<file path="config.mk">
export PLATFORM = sky130hd
export DESIGN_NAME = trans_ctrl
export DESIGN_NICKNAME = d
export VERILOG_FILES = /design/src/rtl/trans_ctrl.sv
export SDC_FILE = /design/constraint.sdc
export NUM_CORES = 1
export LEC_CHECK = 0
export CAP_MARGIN = 10
export CORE_MARGIN = 10
export CORE_UTILIZATION = 45
export DETAILED_ROUTE_END_ITERATION = 8
export DONT_BUFFER_PORTS = 1
export GPL_ROUTABILITY_DRIVEN = 1
export GPL_TIMING_DRIVEN = 0
export MAX_ROUTING_LAYER = met4
export PLACE_DENSITY = 0.59
export SLEW_MARGIN = 0
export SYNTH_ARGS = -nofsm -noshare
export SYNTH_HDL_FRONTEND = slang
export SYNTH_SLANG_ARGS = --single-unit
</file>
<file path="constraint.sdc">
create_clock -name clk -period 12.3 [get_ports clk]
set_clock_uncertainty 0.15 [all_clocks]
set_input_delay 1.23 -clock clk [delete_from_list [all_inputs] [get_ports clk]]
set_output_delay 1.23 -clock clk [all_outputs]
set_load 0.05 [all_outputs]
</file>
<file path="src/rtl/trans_ctrl.sv">
// trans_ctrl: sequencer for the matrix-transpose datapath.
// It collects a size x size matrix row by row on the in_* stream.
// It then emits the transposed matrix, one row per handshake, on the out_* stream.
// Optional build macro TRANS_CTRL_ERR_EN adds the err port. err reports a start
// received while busy, and an illegal size that has been clamped to DIM.
module trans_ctrl #(
  parameter int unsigned DIM = 5,
  parameter int unsigned EW  = 8
) (
  input  logic                clk,
  input  logic                rst,
  input  logic                start,
  input  logic [2:0]          size,
  input  logic                in_valid,
  output logic                in_ready,
  input  logic [DIM*EW-1:0]   in_row,
  output logic                out_valid,
  input  logic                out_ready,
  output logic [DIM*EW-1:0]   out_row,
  output logic                busy,
  output logic                done
`ifdef TRANS_CTRL_ERR_EN
  ,output logic               err
`endif
);

  localparam int unsigned RW = DIM * EW;
  localparam logic [2:0]  DIM3 = 3'(DIM);

  typedef enum logic [1:0] {
    IDLE  = 2'd0,
    LOAD  = 2'd1,
    DRAIN = 2'd2,
    DONE  = 2'd3
  } state_t;

  state_t     state_q, state_d;
  logic [2:0] r_q, r_d;
  logic [2:0] k_q, k_d;
  logic [2:0] sz_q, sz_d;
  logic [EW-1:0] buf_q [DIM][DIM];
  logic [EW-1:0] buf_d [DIM][DIM];
  logic [RW-1:0] out_row_d;
  logic          size_bad;
`ifdef TRANS_CTRL_ERR_EN
  logic          err_d;
`endif

  // Size values outside 1..DIM run as a full DIM x DIM operation
  assign size_bad = (size == 3'd0) || (size > DIM3);

  // State, counters and row buffer
  always_ff @(posedge clk or posedge rst) begin
    if (rst) begin
      state_q <= IDLE;
      r_q     <= 3'd0;
      k_q     <= 3'd0;
      sz_q    <= 3'd0;
      for (int unsigned i = 0; i < DIM; i++) begin
        for (int unsigned j = 0; j < DIM; j++) begin
          buf_q[i][j] <= '0;
        end
      end
    end else begin
      state_q <= state_d;
      r_q     <= r_d;
      k_q     <= k_d;
      sz_q    <= sz_d;
      buf_q   <= buf_d;
    end
  end

  // Next-state, counter, buffer-write and next-output-row logic
  always_comb begin
    state_d   = state_q;
    r_d       = r_q;
    k_d       = k_q;
    sz_d      = sz_q;
    buf_d     = buf_q;
    out_row_d = '0;
`ifdef TRANS_CTRL_ERR_EN
    err_d     = 1'b0;
`endif
    case (state_q)
      IDLE: begin
        if (start) begin
          sz_d    = size_bad ? DIM3 : size;
          r_d     = 3'd0;
          state_d = LOAD;
`ifdef TRANS_CTRL_ERR_EN
          err_d   = size_bad;
`endif
        end
      end
      LOAD: begin
`ifdef TRANS_CTRL_ERR_EN
        err_d = start;
`endif
        if (in_valid && in_ready) begin
          // Columns past the active size are zeroed so padding reads as 0
          for (int unsigned c = 0; c < DIM; c++) begin
            buf_d[r_q][c] = (3'(c) < sz_q) ? in_row[RW-1-c*EW -: EW] : '0;
          end
          if (r_q == sz_q - 3'd1) begin
            r_d     = 3'd0;
            k_d     = 3'd0;
            state_d = DRAIN;
          end else begin
            r_d = r_q + 3'd1;
          end
        end
      end
      DRAIN: begin
`ifdef TRANS_CTRL_ERR_EN
        err_d = start;
`endif
        if (out_valid && out_ready) begin
          if (k_q == sz_q - 3'd1) begin
            k_d     = 3'd0;
            state_d = DONE;
          end else begin
            k_d = k_q + 3'd1;
          end
        end
      end
      DONE: begin
`ifdef TRANS_CTRL_ERR_EN
        err_d   = start;
`endif
        state_d = IDLE;
      end
      default: state_d = IDLE;
    endcase

    // The output row comes from the post-edge buffer. The first transposed row
    // is therefore ready in the cycle right after the last input handshake.
    if (state_d == DRAIN) begin
      for (int unsigned j = 0; j < DIM; j++) begin
        if (3'(j) < sz_d) begin
          out_row_d[RW-1-j*EW -: EW] = buf_d[j][k_d];
        end
      end
    end
  end

  // Registered outputs, decoded from the next state
  always_ff @(posedge clk or posedge rst) begin
    if (rst) begin
      in_ready  <= 1'b0;
      out_valid <= 1'b0;
      out_row   <= '0;
      busy      <= 1'b0;
      done      <= 1'b0;
    end else begin
      in_ready  <= (state_d == LOAD);
      out_valid <= (state_d == DRAIN);
      out_row   <= out_row_d;
      busy      <= (state_d != IDLE);
      done      <= (state_d == DONE);
    end
  end

`ifdef TRANS_CTRL_ERR_EN
  // One-cycle error pulse for an ignored start or a clamped size
  always_ff @(posedge clk or posedge rst) begin
    if (rst) begin
      err <= 1'b0;
    end else begin
      err <= err_d;
    end
  end
`endif

endmodule

</file>
==> results of run 1 <==
-- worst paths after layout --
kind / from / end
worst max-delay path: in_ready$_DFF_PP0_ / out_row[26]$_DFF_PP0_
worst min-delay path: buf_q[78]$_DFF_PP0_ / buf_q[78]$_DFF_PP0_
worst max register to register: in_ready$_DFF_PP0_ / out_row[26]$_DFF_PP0_
worst min register to register: buf_q[78]$_DFF_PP0_ / buf_q[78]$_DFF_PP0_
max in group asynchronous: rst / out_row[17]$_DFF_PP0_
min in group asynchronous: rst / state_q[0]$_DFF_PP0_
-- power groups by stage --
stage	Clock, mW	Sequential (mW)	Combinational [mW]
5_1_grt	0.889	1.10	0.666
3_3_place_gp	0	1.09	0.578
6_report	0.846	1.08	0.599
4_1_cts	0.853	1.08	0.594
3_5_place_dp	0	1.10	0.592
2_1_floorplan	0	1.08	0.403
-- logic make-up after synthesis --
family                   share of synthesized area (%)
AND/OR/NAND/NOR                                  16.08
AO/OA/AOI/OAI                                    18.56
multiplexers                                     1.671
buffers and inverters                            3.365
XOR/XNOR                                        0.7490
flip-flops                                       58.77
adder cells (fa/ha/maj)                         0.8066
-- flip-flops by register name, summed over array words and instances, names as in the netlist --
name / flops
out_valid: 1
k_q: 3
sz_q: 3
busy: 1
r_q: 3
out_row: 40
in_ready: 1
done: 1
state_q: 2
buf_q: 200
-- layer usage --
| metal | vias up | wire, µm | GRT usage, % |
|---|---|---|---|
| li1 | 3889 | - | - |
| met1 | 4266 | 16230 | 33.55 |
| met2 | 319 | 16250 | 35.01 |
| met3 | 38 | 2958 | 5.619 |
| met4 | 0 | 686 | 4.804 |
| met5 | - | 0 | - |
-- worst max-delay path: stages (launching register included) --
cell	delay, ns
dfrtp_1	0.76
nand2_1	0.36
or4_1	0.62
clkbuf_1	0.27
clkbuf_1	0.37
clkbuf_1	0.42
nand2_1	0.16
o21ai_0	0.11
o211ai_1	0.32
a31oi_1	0.20
-- final cells by class --
cell class	count	share of cell area (%)
Tap cell	319	3.265
Inverter	16	0.5527
Timing Repair Buffer	2	0.4504
Clock buffer	40	6.254
Sequential cell	255	52.20
Buffer	72	2.497
Multi-Input combinational cell	768	33.63
Clock inverter	8	1.146
-- Yosys cell counts (all sizes together), types with 2 or more instances --
master,n
ha,7
xnor2,2
o21ai,214
nor2,13
nand3,9
nor3,2
mux2i,11
inv,16
buf,15
nand2,291
o21a,2
a22o,2
dfrtp,255
nand4b,2
a21oi,9
xor2,2
mux2,6
a31oi,35
clkbuf,57
or2,51
o211ai,70
nand2b,20
or3,2
-- stage by stage --
stage          setup slack [ns]  power (mW)  hold WS (ns)
3_3_place_gp             0.8694       1.672        0.3075
5_1_grt                   8.217       2.654        0.3431
6_report                  8.389       2.529        0.3351
4_1_cts                   8.413       2.530        0.3311
2_1_floorplan             3.907       1.484        0.2948
3_5_place_dp              8.074       1.689        0.3185
==> results.txt, run 1 <==
Final Instance Area - 12220 µm²
hold path depth - 2
ys async rst share - 100.0%
Synth top area share - 58.77%
Non-Filler Instances - 1480
core occupancy in the finished layout - 51.77%
gr ovfl total - 0
first-pass iteration count of the detailed router - 6
Avg WL per Cell - 24.41 µm
peak supply drop - 0.1014 mV
Buffers on Ports - 0
largest area contributor in the synthesized netlist - dfrtp_1
CTS clk-pin slew, worst paths - 0.06 ns
Via Count - 8512
first-pass GRT wire length - 54390 µm
final hold violation count - 0
Yosys reg bits - 255
Post-DP HPWL - 26250 µm
CTS tree - yes
RSZ-0062 raised after global routing - no
switch share - 33.03%
ratio of final minimum period to clock period - 31.80%
Primary FF master, synth - dfrtp_1
Global Route Usage Sum - 23.96%
Slew Limit Fails - 0
Final ANT Viol Nets - 0
Seq pwr share - 42.9%
DR DRC count - 0
number of top-level pins - 92
Final setup viols - 0
DP Cell Count - 1432
most frequent cells in the layout - nand2_1 (291), dfrtp_1 (255), o21ai_0 (207)
Clock Power Share - 33.5%
CTS buffer count - 27
relative slew slack - 20.89%
# fillers - 2213
post-DR vias/cell - 5.751
die height - 175.3 µm
Worst Tran Pin Value - 1.179 ns
proportion of layout cells with a drive suffix above 1 - 10.42%
Seq/Total Area, Yosys - 58.77%
Distinct cells, synth - 53
Post-Route WL - 36120 µm
vias in the first global route - 8259
Gate Count Post-Synth - 1111
# rows - 56
Switch Pwr - 0.8355 mW
Crit. End Element - flip-flop
Post-Syn Area - 10860 µm²
Synth Warn # - 0
Worst R2R Setup Slack - 8.39 ns
FF-to-FF path depth - 9
Starting Density - 45.98%
largest net degree at the start of global routing - 127
Area Growth Syn to Fin - 12.58%
routability congestion estimate - 0.9181
Leakage - 5.426 nW
Max Clock Freq - 0.2557 GHz
Pint - 1.694 mW
combinational fraction of design power - 23.7%
Max clock buf depth - 3
max-cap check violation count - 0
multi-input logic area - 4111 µm²
total die area - 30740 µm²
WP data arrival - 4.13 ns
core area - 23610 µm²
post-CTS setup buffers - 0
Die Width - 175.3 µm
syn nets - 1166
Worst EP required - 12.52 ns
initial antenna violation count - 0
H-tree depth - 1
number of enable flip-flop cells after synthesis - 0
NumNets Final - 1197
Critical Path Source Type - flip-flop
status - complete, no violations
Register Area - 6381 µm²
CTS root buf - clkbuf_16
Avg Cell Area, Syn - 9.773 µm²
post-route minimum period - 3.911 ns
CTS sink cnt - 255
worst skew pair latency - 0.53 ns
top area cells in the synthesized netlist - dfrtp_1 (59%), nand2_1 (10%), o21ai_0 (9.5%)
critical path fanouts, max - 10
cts hold-fix bufs - 0
setup_tns - 0 ns
Worst Path Class, Setup - flip-flop to flip-flop
Gates resized, CTS repair - 0
most common cell after layout, fill and taps aside - nand2_1
# diodes - 0
Hold Crit Class - flip-flop to flip-flop
violation count after the first detailed-route iteration - 974
area post-placement - 11320 µm²
power per cell area - 206.9 nW/µm²
(Power assumes the default switching activity.)
==> run 2: changes to the inputs <==
Settings changed: PLACE_DENSITY 0.59 to 0.61.
Clock period 12.3 ns to 3.4 ns, I/O delays scaled along.
==> results.txt, run 2 (synthesized netlist as in run 1, its figures left out) <==
status - finished, violations left (was complete, no violations)
failing checks - negative hold slack
relative slew slack - 28.23% (was 20.89%)
Avg WL per Cell - 24.25 µm (was 24.41 µm)
critical path fanouts, max - 10 (unchanged)
Worst Tran Pin Value - 1.069 ns (was 1.179 ns)
Slew Limit Fails - 0 (unchanged)
# diodes - 0 (unchanged)
Via Count - 8718 (was 8512)
power per cell area - 750.8 nW/µm² (was 206.9 nW/µm²)
WHS - -0.0001181 ns (was 0.3351 ns)
number of top-level pins - 92 (unchanged)
CTS buffer count - 28 (was 27)
DR DRC count - 0 (unchanged)
Starting Density - 45.98% (unchanged)
Max Clock Freq - 0.3013 GHz (was 0.2557 GHz)
max-cap check violation count - 0 (unchanged)
Worst Path Class, Setup - flip-flop to flip-flop (unchanged)
first-pass GRT wire length - 55080 µm (was 54390 µm)
# fillers - 2163 (was 2213)
# rows - 56 (unchanged)
Final ANT Viol Nets - 0 (unchanged)
Global Route Usage Sum - 24.00% (was 23.96%)
worst skew pair latency - 0.54 ns (was 0.53 ns)
max FFs per register - 200 (unchanged)
biggest regs - buf_q: 200 flops, out_row: 40 flops (unchanged)
initial antenna violation count - 0 (unchanged)
Buf+Inv Stages, Crit Path - 4 (was 3)
Non-Filler Instances - 1500 (was 1480)
proportion of layout cells with a drive suffix above 1 - 13.97% (was 10.42%)
post-DR vias/cell - 5.812 (was 5.751)
Post-DP HPWL - 26510 µm (was 26250 µm)
CTS sink cnt - 255 (unchanged)
Max clock buf depth - 3 (unchanged)
Crit. End Element - flip-flop (unchanged)
CTS clk-pin slew, worst paths - 0.06 ns (about the same)
Area Growth Syn to Fin - 16.10% (was 12.58%)
CP delay by family, top - buffers and inverters (was simple AND/OR/NAND/NOR gates)
Critical Path Source Type - flip-flop (unchanged)
Hold Crit Class - input pin to flip-flop (was flip-flop to flip-flop)
Die Width - 175.3 µm (unchanged)
vias in the first global route - 8660 (was 8259)
Slowest cell on crit path - or4_1 (was dfrtp_1)
largest net degree at the start of global routing - 42 (was 127)
final hold violation count - 1 (was 0)
Final setup viols - 0 (unchanged)
ratio of final minimum period to clock period - 97.63% (was 31.80%)
gr ovfl total - 0 (unchanged)
core area - 23610 µm² (unchanged)
post-route minimum period - 3.319 ns (was 3.911 ns)
Leakage - 5.637 nW (was 5.426 nW)
Max stage delay on crit path - 0.48 ns (was 0.76 ns)
NumNets Final - 1219 (was 1197)
die height - 175.3 µm (unchanged)
WP data arrival - 3.59 ns (was 4.13 ns)
total die area - 30740 µm² (unchanged)
H-tree depth - 1 (unchanged)
routability congestion estimate - 0.9171 (was 0.9181)
most frequent cells in the layout - nand2_1 (290), dfrtp_1 (253), o21ai_0 (206) (was nand2_1 (291), dfrtp_1 (255), o21ai_0 (207))
CTS tree - yes (unchanged)
Top reg by flops - buf_q (unchanged)
most common cell after layout, fill and taps aside - nand2_1 (unchanged)
Post-Route WL - 36370 µm (was 36120 µm)
core occupancy in the finished layout - 53.39% (was 51.77%)
cells along the critical path - inv_1 > ha_2 > nand2_1 > or4_1 > clkbuf_1 > clkbuf_2 > clkbuf_1 > o21ai_0 > nand2_1 > a31oi_1 (was nand2_1 > or4_1 > clkbuf_1 > clkbuf_1 > clkbuf_1 > nand2_1 > o21ai_0 > o211ai_1 > a31oi_1)
DP Cell Count - 1437 (was 1432)
first-pass iteration count of the detailed router - 5 (was 6)
RSZ-0062 raised after global routing - no (unchanged)
Buffers on Ports - 0 (unchanged)
Worst EP required - 3.67 ns (was 12.52 ns)
peak supply drop - 0.3656 mV (was 0.1014 mV)
violation count after the first detailed-route iteration - 887 (was 974)
CTS root buf - clkbuf_16 (unchanged)
## run 2: final timing paths
kind | startpoint | to | slack [ns] | depth (start not counted)
worst max-delay path | state_q[1]$_DFF_PP0_ | out_row[26]$_DFF_PP0_ | 0.08 | 10
worst max register to register | state_q[1]$_DFF_PP0_ | out_row[26]$_DFF_PP0_ | 0.08 | 10
min in group asynchronous | rst | out_row[2]$_DFF_PP0_ | 0.20 | 2
worst min-delay path | in_row[7] | buf_q[127]$_DFF_PP0_ | -0.0001 | 2
worst min register to register | buf_q[187]$_DFF_PP0_ | buf_q[187]$_DFF_PP0_ | 0.33 | 2
max in group asynchronous | rst | out_row[26]$_DFF_PP0_ | 1.89 | 5
## run 2: cell type report
type / instances / area (µm²) / area share (%)
Timing Repair Buffer: 24 / 287.8 / 2.283
Clock inverter: 9 / 170.2 / 1.350
Inverter: 16 / 63.81 / 0.5062
Multi-Input combinational cell: 768 / 4150 / 32.92
Clock buffer: 38 / 809.5 / 6.422
Tap cell: 319 / 399.1 / 3.166
Buffer: 71 / 341.6 / 2.710
Sequential cell: 255 / 6384 / 50.64
## run 2: routing by layer
metal | GRT usage [%] | part of all wire, % | vias to the layer above
met5 | - | 0 | -
met4 | 6.464 | 2.7 | 0
met3 | 4.997 | 7.9 | 76
met2 | 36.00 | 45 | 377
met1 | 32.59 | 44 | 4337
li1 | - | - | 3928
## run 2: report_power, final
part	switching, mW	leakage, nW	internal, mW
Combinational	1.57	1.65	0.724
Sequential	0.273	3.50	3.64
Clock	1.23	0.484	2.03
## run 2: stage by stage
stage | instance area [µm²] | TNS [ns] | setup WS (ns) | hold WS [ns] | power, mW
3_3_place_gp | 11260 | -497.23 | -1.949 | 0.3077 | 6.041
2_1_floorplan | 10860 | -114.15 | -0.4476 | 0.2948 | 5.368
3_5_place_dp | 11400 | -6.654 | -0.3160 | 0.1577 | 6.118
6_report | 12610 | 0 | 0.08052 | -0.0001181 | 9.465
4_1_cts | 12510 | 0 | 0.006250 | 0.0002788 | 9.380
5_1_grt | 12610 | 0 | 0.007123 | 0.005380 | 9.895
## run 2: what timing repair did
item | CTS | global route
pin swaps | 4 | 5
hold buffers | 8 | 0
setup endpoints to repair | 40 | 36
resized for setup | 13 | 39
buffers inserted | 3 | 6
endpoints found under the hold margin | 82 | 0
## run 2: worst register-to-register path, delay by kind of cell (launching register included)
family,cells,cell delay [ns]
buf+inv,4,1.01
fa+ha+maj,1,0.31
compound gates,2,0.61
flops,1,0.40
simple gates,3,0.73
==> run 3: changes to the inputs <==
Settings changed: CORE_MARGIN 10 to 5.
==> results.txt, run 3 (synthesized netlist as in run 1, its figures left out) <==
status - finished, violations left (unchanged)
failing checks - negative hold slack (unchanged)
Final setup viols - 0 (unchanged)
CTS clk-pin slew, worst paths - 0.06 ns (about the same)
first-pass GRT wire length - 54030 µm (was 55080 µm)
# diodes - 0 (unchanged)
Final ANT Viol Nets - 0 (unchanged)
Max clock buf depth - 3 (unchanged)
Post-DP HPWL - 25950 µm (was 26510 µm)
# rows - 56 (unchanged)
setup_tns - 0 ns (unchanged)
Worst EP required - 3.63 ns (was 3.67 ns)
most common cell after layout, fill and taps aside - nand2_1 (unchanged)
final hold violation count - 2 (was 1)
core area - 23610 µm² (unchanged)
largest net degree at the start of global routing - 42 (unchanged)
gr ovfl total - 0 (unchanged)
die height - 165.3 µm (was 175.3 µm)
Starting Density - 45.98% (unchanged)
Worst Path Class, Setup - flip-flop to flip-flop (unchanged)
CTS buffer count - 28 (unchanged)
Buffers on Ports - 0 (unchanged)
WHS - -0.006419 ns (was -0.0001181 ns)
CP delay by family, top - simple AND/OR/NAND/NOR gates (was buffers and inverters)
Critical Path Source Type - flip-flop (unchanged)
Slowest cell on crit path - or4_1 (unchanged)
worst skew pair latency - 0.54 ns (about the same)
CTS sink cnt - 255 (unchanged)
Hold Crit Class - input pin to flip-flop (unchanged)
total die area - 27340 µm² (was 30740 µm²)
H-tree depth - 1 (unchanged)
routability congestion estimate - 0.9097 (was 0.9171)
Overall Power - 9.344 mW (was 9.465 mW)
area post-placement - 11400 µm² (unchanged)
# fillers - 2220 (was 2163)
Worst Tran Pin Value - 0.9090 ns (was 1.069 ns)
cells along the critical path - nand2_1 > or4_1 > clkbuf_1 > buf_2 > clkbuf_2 > nand2_1 > o21ai_0 > o211ai_1 > a31oi_1 (was inv_1 > ha_2 > nand2_1 > or4_1 > clkbuf_1 > clkbuf_2 > clkbuf_1 > o21ai_0 > nand2_1 > a31oi_1)
critical path fanouts, max - 10 (unchanged)
Avg WL per Cell - 23.56 µm (was 24.25 µm)
ratio of final minimum period to clock period - 97.56% (was 97.63%)
Crit. End Element - flip-flop (unchanged)
Via Count - 8587 (was 8718)
number of top-level pins - 92 (unchanged)
Slew Limit Fails - 0 (unchanged)
Die Width - 165.3 µm (was 175.3 µm)
DR DRC count - 0 (unchanged)
Global Route Usage Sum - 27.30% (was 24.00%)
Max Clock Freq - 0.3015 GHz (was 0.3013 GHz)
violation count after the first detailed-route iteration - 792 (was 887)
peak supply drop - 0.3748 mV (was 0.3656 mV)
vias in the first global route - 8658 (was 8660)
Post-Route WL - 35390 µm (was 36370 µm)
CTS tree - yes (unchanged)
max FFs per register - 200 (unchanged)
relative slew slack - 39.00% (was 28.23%)
proportion of layout cells with a drive suffix above 1 - 14.20% (was 13.97%)
Buf+Inv Stages, Crit Path - 3 (was 4)
WP data arrival - 3.55 ns (was 3.59 ns)
CTS root buf - clkbuf_16 (unchanged)
initial antenna violation count - 0 (unchanged)
Final Instance Area - 12590 µm² (was 12610 µm²)
Leakage - 5.627 nW (was 5.637 nW)
biggest regs - buf_q: 200 flops, out_row: 40 flops (unchanged)
Top reg by flops - buf_q (unchanged)
most frequent cells in the layout - nand2_1 (291), dfrtp_1 (253), o21ai_0 (204) (was nand2_1 (290), dfrtp_1 (253), o21ai_0 (206))
most frequent CP cell - nand2_1
first-pass iteration count of the detailed router - 5 (unchanged)
post-route minimum period - 3.317 ns (was 3.319 ns)
NumNets Final - 1217 (was 1219)
Max stage delay on crit path - 0.59 ns (was 0.48 ns)
Area Growth Syn to Fin - 15.97% (was 16.10%)
power per cell area - 742.0 nW/µm² (was 750.8 nW/µm²)
post-DR vias/cell - 5.717 (was 5.812)
max-cap check violation count - 0 (unchanged)
run 3: cell types whose count changed in the layout (fill, tap and decap cells not counted), moves of 2 or more:
cell,change
bufinv_16,-2
clkinv_2,+4
o21ai_0,-2
clkbuf_2,-2
clkbuf_8,+2
run 3: worst paths after layout:
check                                      from                     to  slack (ns)  cells after the start
max in group asynchronous                   rst   buf_q[149]$_DFF_PP0_        1.57                      6
hold / removal                        in_row[7]   buf_q[127]$_DFF_PP0_      -0.006                      2
hold reg to reg            buf_q[108]$_DFF_PP0_   buf_q[108]$_DFF_PP0_        0.33                      2
setup reg to reg             in_ready$_DFF_PP0_  out_row[26]$_DFF_PP0_        0.08                      9
setup / recovery             in_ready$_DFF_PP0_  out_row[26]$_DFF_PP0_        0.08                      9
min in group asynchronous                   rst    buf_q[55]$_DFF_PP0_        0.20                      2
run 3: stage by stage:
step,util [%],std cells,setup WS (ns)
2_1_floorplan,-,1111,-0.4476
3_3_place_gp,47.69,1430,-1.944
3_5_place_dp,48.28,1437,-0.2947
4_1_cts,52.95,1499,0.001376
5_1_grt,53.33,1502,-0.001637
6_report,53.33,1502,0.08281
run 3: final cells by class:
cell class	instances	area, µm²	area share [%]
buffer	70	337.8	2.683
clock buffer	39	833.3	6.618
clock inverter	12	137.6	1.093
inverter	16	66.31	0.5266
multi-input combinational	768	4154	32.99
sequential	255	6384	50.70
tap	319	399.1	3.170
timing repair buffer	23	280.3	2.226
run 3: metal layers:
| layer | wire length [µm] | GRT usage [%] | part of all wire, % |
|---|---|---|---|
| met1 | 15740 | 38.66 | 44 |
| met2 | 15780 | 40.14 | 45 |
| met3 | 2590 | 5.386 | 7.3 |
| met4 | 1275 | 8.324 | 3.6 |
| met5 | 0 | - | 0 |
run 3: power breakdown:
group | switching [mW] | internal, mW | leakage [nW] | total, mW
registers | 0.266 | 3.64 | 3.50 | 3.91
clock network | 1.23 | 1.93 | 0.485 | 3.16
logic | 1.56 | 0.712 | 1.64 | 2.27
run 3: repair_timing:
action	4_1_cts	5_1_grt
hold endpoints to repair	129	0
pin swaps	4	4
setup endpoints to repair	36	40
hold buffers	8	0
gates resized for setup	11	43
setup buffers	4	4
==> RTL change 1, RTL diff (config.mk and constraints of run 3) <==
The parameter `DIM` goes from 5 to 6.
--- a/src/rtl/trans_ctrl.sv
+++ b/src/rtl/trans_ctrl.sv
@@ -6,3 +6,3 @@
 module trans_ctrl #(
-  parameter int unsigned DIM = 5,
+  parameter int unsigned DIM = 6,
   parameter int unsigned EW  = 8
Ports: changed (resized in_row and out_row); port bits go from 92 to 108. No check against the original RTL was run, so the function may have changed too.
==> RTL change 1 against run 3 <==
- the flow finishes with violations (negative setup slack)
- sequential cell count rose by 96
- via count rose by 53%
- routed wire length rose by 66%
- non-clock buffer count rose by 49
- critical path depth fell by 1
- worst setup slack got worse by 140 ps
- combinational power rose by 62%
- total power rose by 43%
- area after synthesis rose by 43%
- cell area rose by 43%
- fmax fell by 4.2%
- largest power group unchanged
==> RTL change 1: results (changes against run 3) <==
stage	metric	value	unit	change
synthesis	yosys-top-cells-count	351 x dfrtp_1, 351 x nand2_1, 295 x o21ai_0		was 291 x nand2_1, 255 x dfrtp_1, 207 x o21ai_0
global_route	grt_pass1_wl	85100	µm	was 54000 µm
clock_network	cts_max_level	2		was 1
global_route	grt_antenna_before_repair	4		was 0
finish	largestRegisters	buf_q x288, out_row x48		was buf_q x200, out_row x40
outcome	status	finished, violations left		unchanged
synthesis	synth_seq_area_share	0.565		was 0.588
outcome	violations	negative setup slack		was negative hold slack
placement	hpwl	38900	µm	was 26000 µm
synthesis	mappedNetlistNets	1643		was 1166
synthesis	yosysWarnings	0		unchanged
synthesis	synth_top_area_share	0.565		was 0.588
finish	final_nets	1704		was 1217
power_and_ir_drop	p_sw_frac	0.358		was 0.328
sta	setup_viol	2		was 0
setup_path	arrival	3750	ps	was 3550 ps
detailed_routing	routedWlPerCell	27.5	µm	was 23.6 µm
setup_path	cp_max_fo	10		unchanged
synthesis	synth.area.top_cells	dfrtp_1 57%, o21ai_0 9.5%, nand2_1 8.5%		was dfrtp_1 59%, nand2_1 10%, o21ai_0 9.5%
detailed_routing	drt_iter0_markers	1360		was 792
placement	gp_congestion	0.900		was 0.910
power_and_ir_drop	seq_power	5370	µW	was 3910 µW
global_route	grt_max_degree	40		was 42
global_route	grt_use_total	0.310		was 0.273
finish	layout-drive-gt1-share	0.150		was 0.142
synthesis	synthDistinctLibCells	47		was 53
power_and_ir_drop	leakagePower	0.00796	µW	was 0.00563 µW
power_and_ir_drop	clkPwrFrac	0.324		was 0.338
sta	tightest_slew	1080	ps	was 909 ps
sta	layout_setup_ws	-61.3	ps	was 82.8 ps
detailed_routing	viasPerCell	6.17		was 5.72
global_route	grt_pass1_vias	12900		was 8658
finish	fillers	3127		was 2220
power_and_ir_drop	p_total	13400	µW	was 9340 µW
clock_network	cts_buffers	38		was 28
## RTL change 1: kinds of logic (layout without fill, tap and decap cells)
family	count (synthesis)	count (layout)	synth area share
mux	57	57	0.0522
other cells	0	7	0
flops	351	351	0.565
compound gates	529	529	0.203
xor+xnor	6	6	0.00531
buf+inv	165	254	0.0430
simple gates	465	465	0.126
fa+ha+maj	7	7	0.00563
## RTL change 1: worst paths after layout
check | start | endpoint | slack, ps | depth (start not counted)
worst max-delay path | sz_q[2] | out_row[39] | -60 | 8
worst min-delay path | size[2] | sz_q[0] | 30 | 3
worst max register to register | sz_q[2] | out_row[39] | -60 | 8
worst min register to register | buf_q[76] | buf_q[76] | 330 | 2
max in group asynchronous | rst | buf_q[76] | 1560 | 6
min in group asynchronous | rst | buf_q[99] | 190 | 2
## RTL change 1: metrics by stage
step	worst slack (ps)	area, µm²	hold slack, ps	instances	TNS, ps
after floorplan	-1790	15500	288	1580	-628430
after global placement	-3810	16100	305	2035	-1371390
after detailed placement	-1370	16400	139	2048	-49630
after CTS	-29.9	17900	14.1	2122	-97.0
after global routing	-124	18100	48.4	2131	-692
final	-61.3	18100	28.6	2131	-101
## RTL change 1: layer usage
| layer | track usage | vias to the layer above | part of all wire |
|---|---|---|---|
| li1 | - | 5676 | - |
| met3 | 0.0884 | 156 | 0.10 |
| met5 | - | - | 0 |
| met1 | 0.418 | 6559 | 0.41 |
| met2 | 0.436 | 748 | 0.43 |
| met4 | 0.146 | 0 | 0.054 |
## RTL change 1: final cells by class
cell class | instances | area [µm²] | area share
antenna | 7 | 17.5 | 0.000970
buffer | 119 | 602 | 0.0333
clock buffer | 55 | 1120 | 0.0618
clock inverter | 13 | 175 | 0.00970
inverter | 44 | 169 | 0.00935
multi-input combinational | 1064 | 6310 | 0.350
sequential | 351 | 8790 | 0.486
tap | 455 | 569 | 0.0315
timing repair buffer | 23 | 312 | 0.0172
## RTL change 1: worst max-delay path, stage by stage (launching register included)
cell	delay (ps)
dfrtp_1	400
clkbuf_1	400
nor2b_1	530
clkbuf_1	380
nand2_1	510
o21ai_0	390
mux2_2	220
a22oi_1	120
a21oi_1	240
## RTL change 1: what timing repair did
| action | 4_1_cts | 5_1_grt |
|---|---|---|
| endpoints found under the setup margin | 49 | 48 |
| endpoints found under the hold margin | 77 | 0 |
| pin swaps | 9 | 5 |
| setup buffers | 6 | 3 |
| gates resized for setup | 63 | 36 |
| hold buffers | 1 | 0 |
==> RTL change 2, RTL diff (config.mk and constraints of run 3) <==
Made on the original files. Encoding of `state_t`: now one-hot (4 bits for 4 states).
--- a/src/rtl/trans_ctrl.sv
+++ b/src/rtl/trans_ctrl.sv
@@ -29,7 +29,7 @@
 
-  typedef enum logic [1:0] {
-    IDLE  = 2'd0,
-    LOAD  = 2'd1,
-    DRAIN = 2'd2,
-    DONE  = 2'd3
+  typedef enum logic [3:0] {
+    IDLE  = 4'b0001,
+    LOAD  = 4'b0010,
+    DRAIN = 4'b0100,
+    DONE  = 4'b1000
   } state_t;
Behaviour: no difference found for any inputs over 4 cycles, from zero or initial values and one cycle with rst high; so few cycles prove little.
==> RTL change 2 against run 3 <==
- area after synthesis is 4.1% higher
- largest power group unchanged
- sequential cell count increased by 2
- cell area up 3.6%
- worst setup slack better by 41 ps
- total power shrank 7.6%
- sequential share of layout area is 1.4 points lower
- combinational power decreased by 11%
- routed wire length grew 12%
- die area rose by 3.8%
==> RTL change 2: results (changes against run 3) <==
stage	metric	value	unit	change
placement	dp.cells	1434		was 1437
synthesis	synth_seq_area_share	0.569		was 0.588
synthesis	synth_xor_xnor_area_share	0.0102		was 0.00749
setup_path	cp_slowest_cell	a2bb2oi_4		was or4_1
setup_path	arrival	3530	ps	was 3550 ps
detailed_routing	wl_met3	3290	µm	was 2590 µm
setup_path	crit_family	compound AO/OA/AOI/OAI gates		was simple AND/OR/NAND/NOR gates
outcome	status	completed		was finished, violations left
finish	multi_input_area	4570	µm²	was 4150 µm²
synthesis	netlist_instances	1092		was 1111
detailed_routing	route.met2.wl	17200	µm	was 15800 µm
synthesis	synth_mux_area_frac	0.0489		was 0.0167
power_and_ir_drop	p_switching	2950	µW	was 3060 µW
clock_network	post-cts-setup-buffer-count	0		was 4
synthesis	synth_fa_ha_area_frac	0.00443		was 0.00807
global_route	grt_use_total	0.283		was 0.273
global_route	gr-usage-met3	0.0642		was 0.0539
placement	gp_congestion	0.915		was 0.910
finish	seqCellArea	6430	µm²	was 6380 µm²
placement	hpwl	26400	µm	was 26000 µm
synthesis	yosys-top-cells-count	256 x dfrtp_1, 241 x nand2_1, 196 x o21ai_0		was 291 x nand2_1, 255 x dfrtp_1, 207 x o21ai_0
global_route	grt_pass1_wl	58800	µm	was 54000 µm
synthesis	synthDistinctLibCells	64		was 53
global_route	grt_max_degree	44		was 42
clock_network	cts_sinks	257		was 255
global_route	grt_util_met2	0.395		was 0.401
worst_hold_path	min_path_cells	3		was 2
global_route	grt_pass1_vias	9141		was 8658
## RTL change 2: changes by cell type after synthesis, sizes merged, moves of 13 or more
| cell | delta |
|---|---|
| o2111ai | +23 |
| nand4 | +13 |
| o211ai | -40 |
| o221ai | +29 |
| a221o | +17 |
| nand3 | +20 |
| nand2 | -49 |
| nand2b | -18 |
| or2 | -49 |
| mux2i | +24 |
| a31oi | -29 |
## RTL change 2: worst min-delay path: stages
cell	delay, ps
or2_2	90
mux2i_1	170
inv_1	100
## RTL change 2: metrics by stage
| step | power (µW) | utilization | hold WS (ps) | TNS (ps) |
|---|---|---|---|---|
| global placement | 5520 | 0.469 | 305 | -504990 |
| detailed placement | 5620 | 0.476 | 266 | -6980 |
| CTS | 8570 | 0.516 | 3.92 | 0 |
| global route | 8930 | 0.523 | 47.5 | -29.9 |
| floorplan | 4760 | - | 293 | -121550 |
| finish | 8630 | 0.523 | 52.9 | 0 |
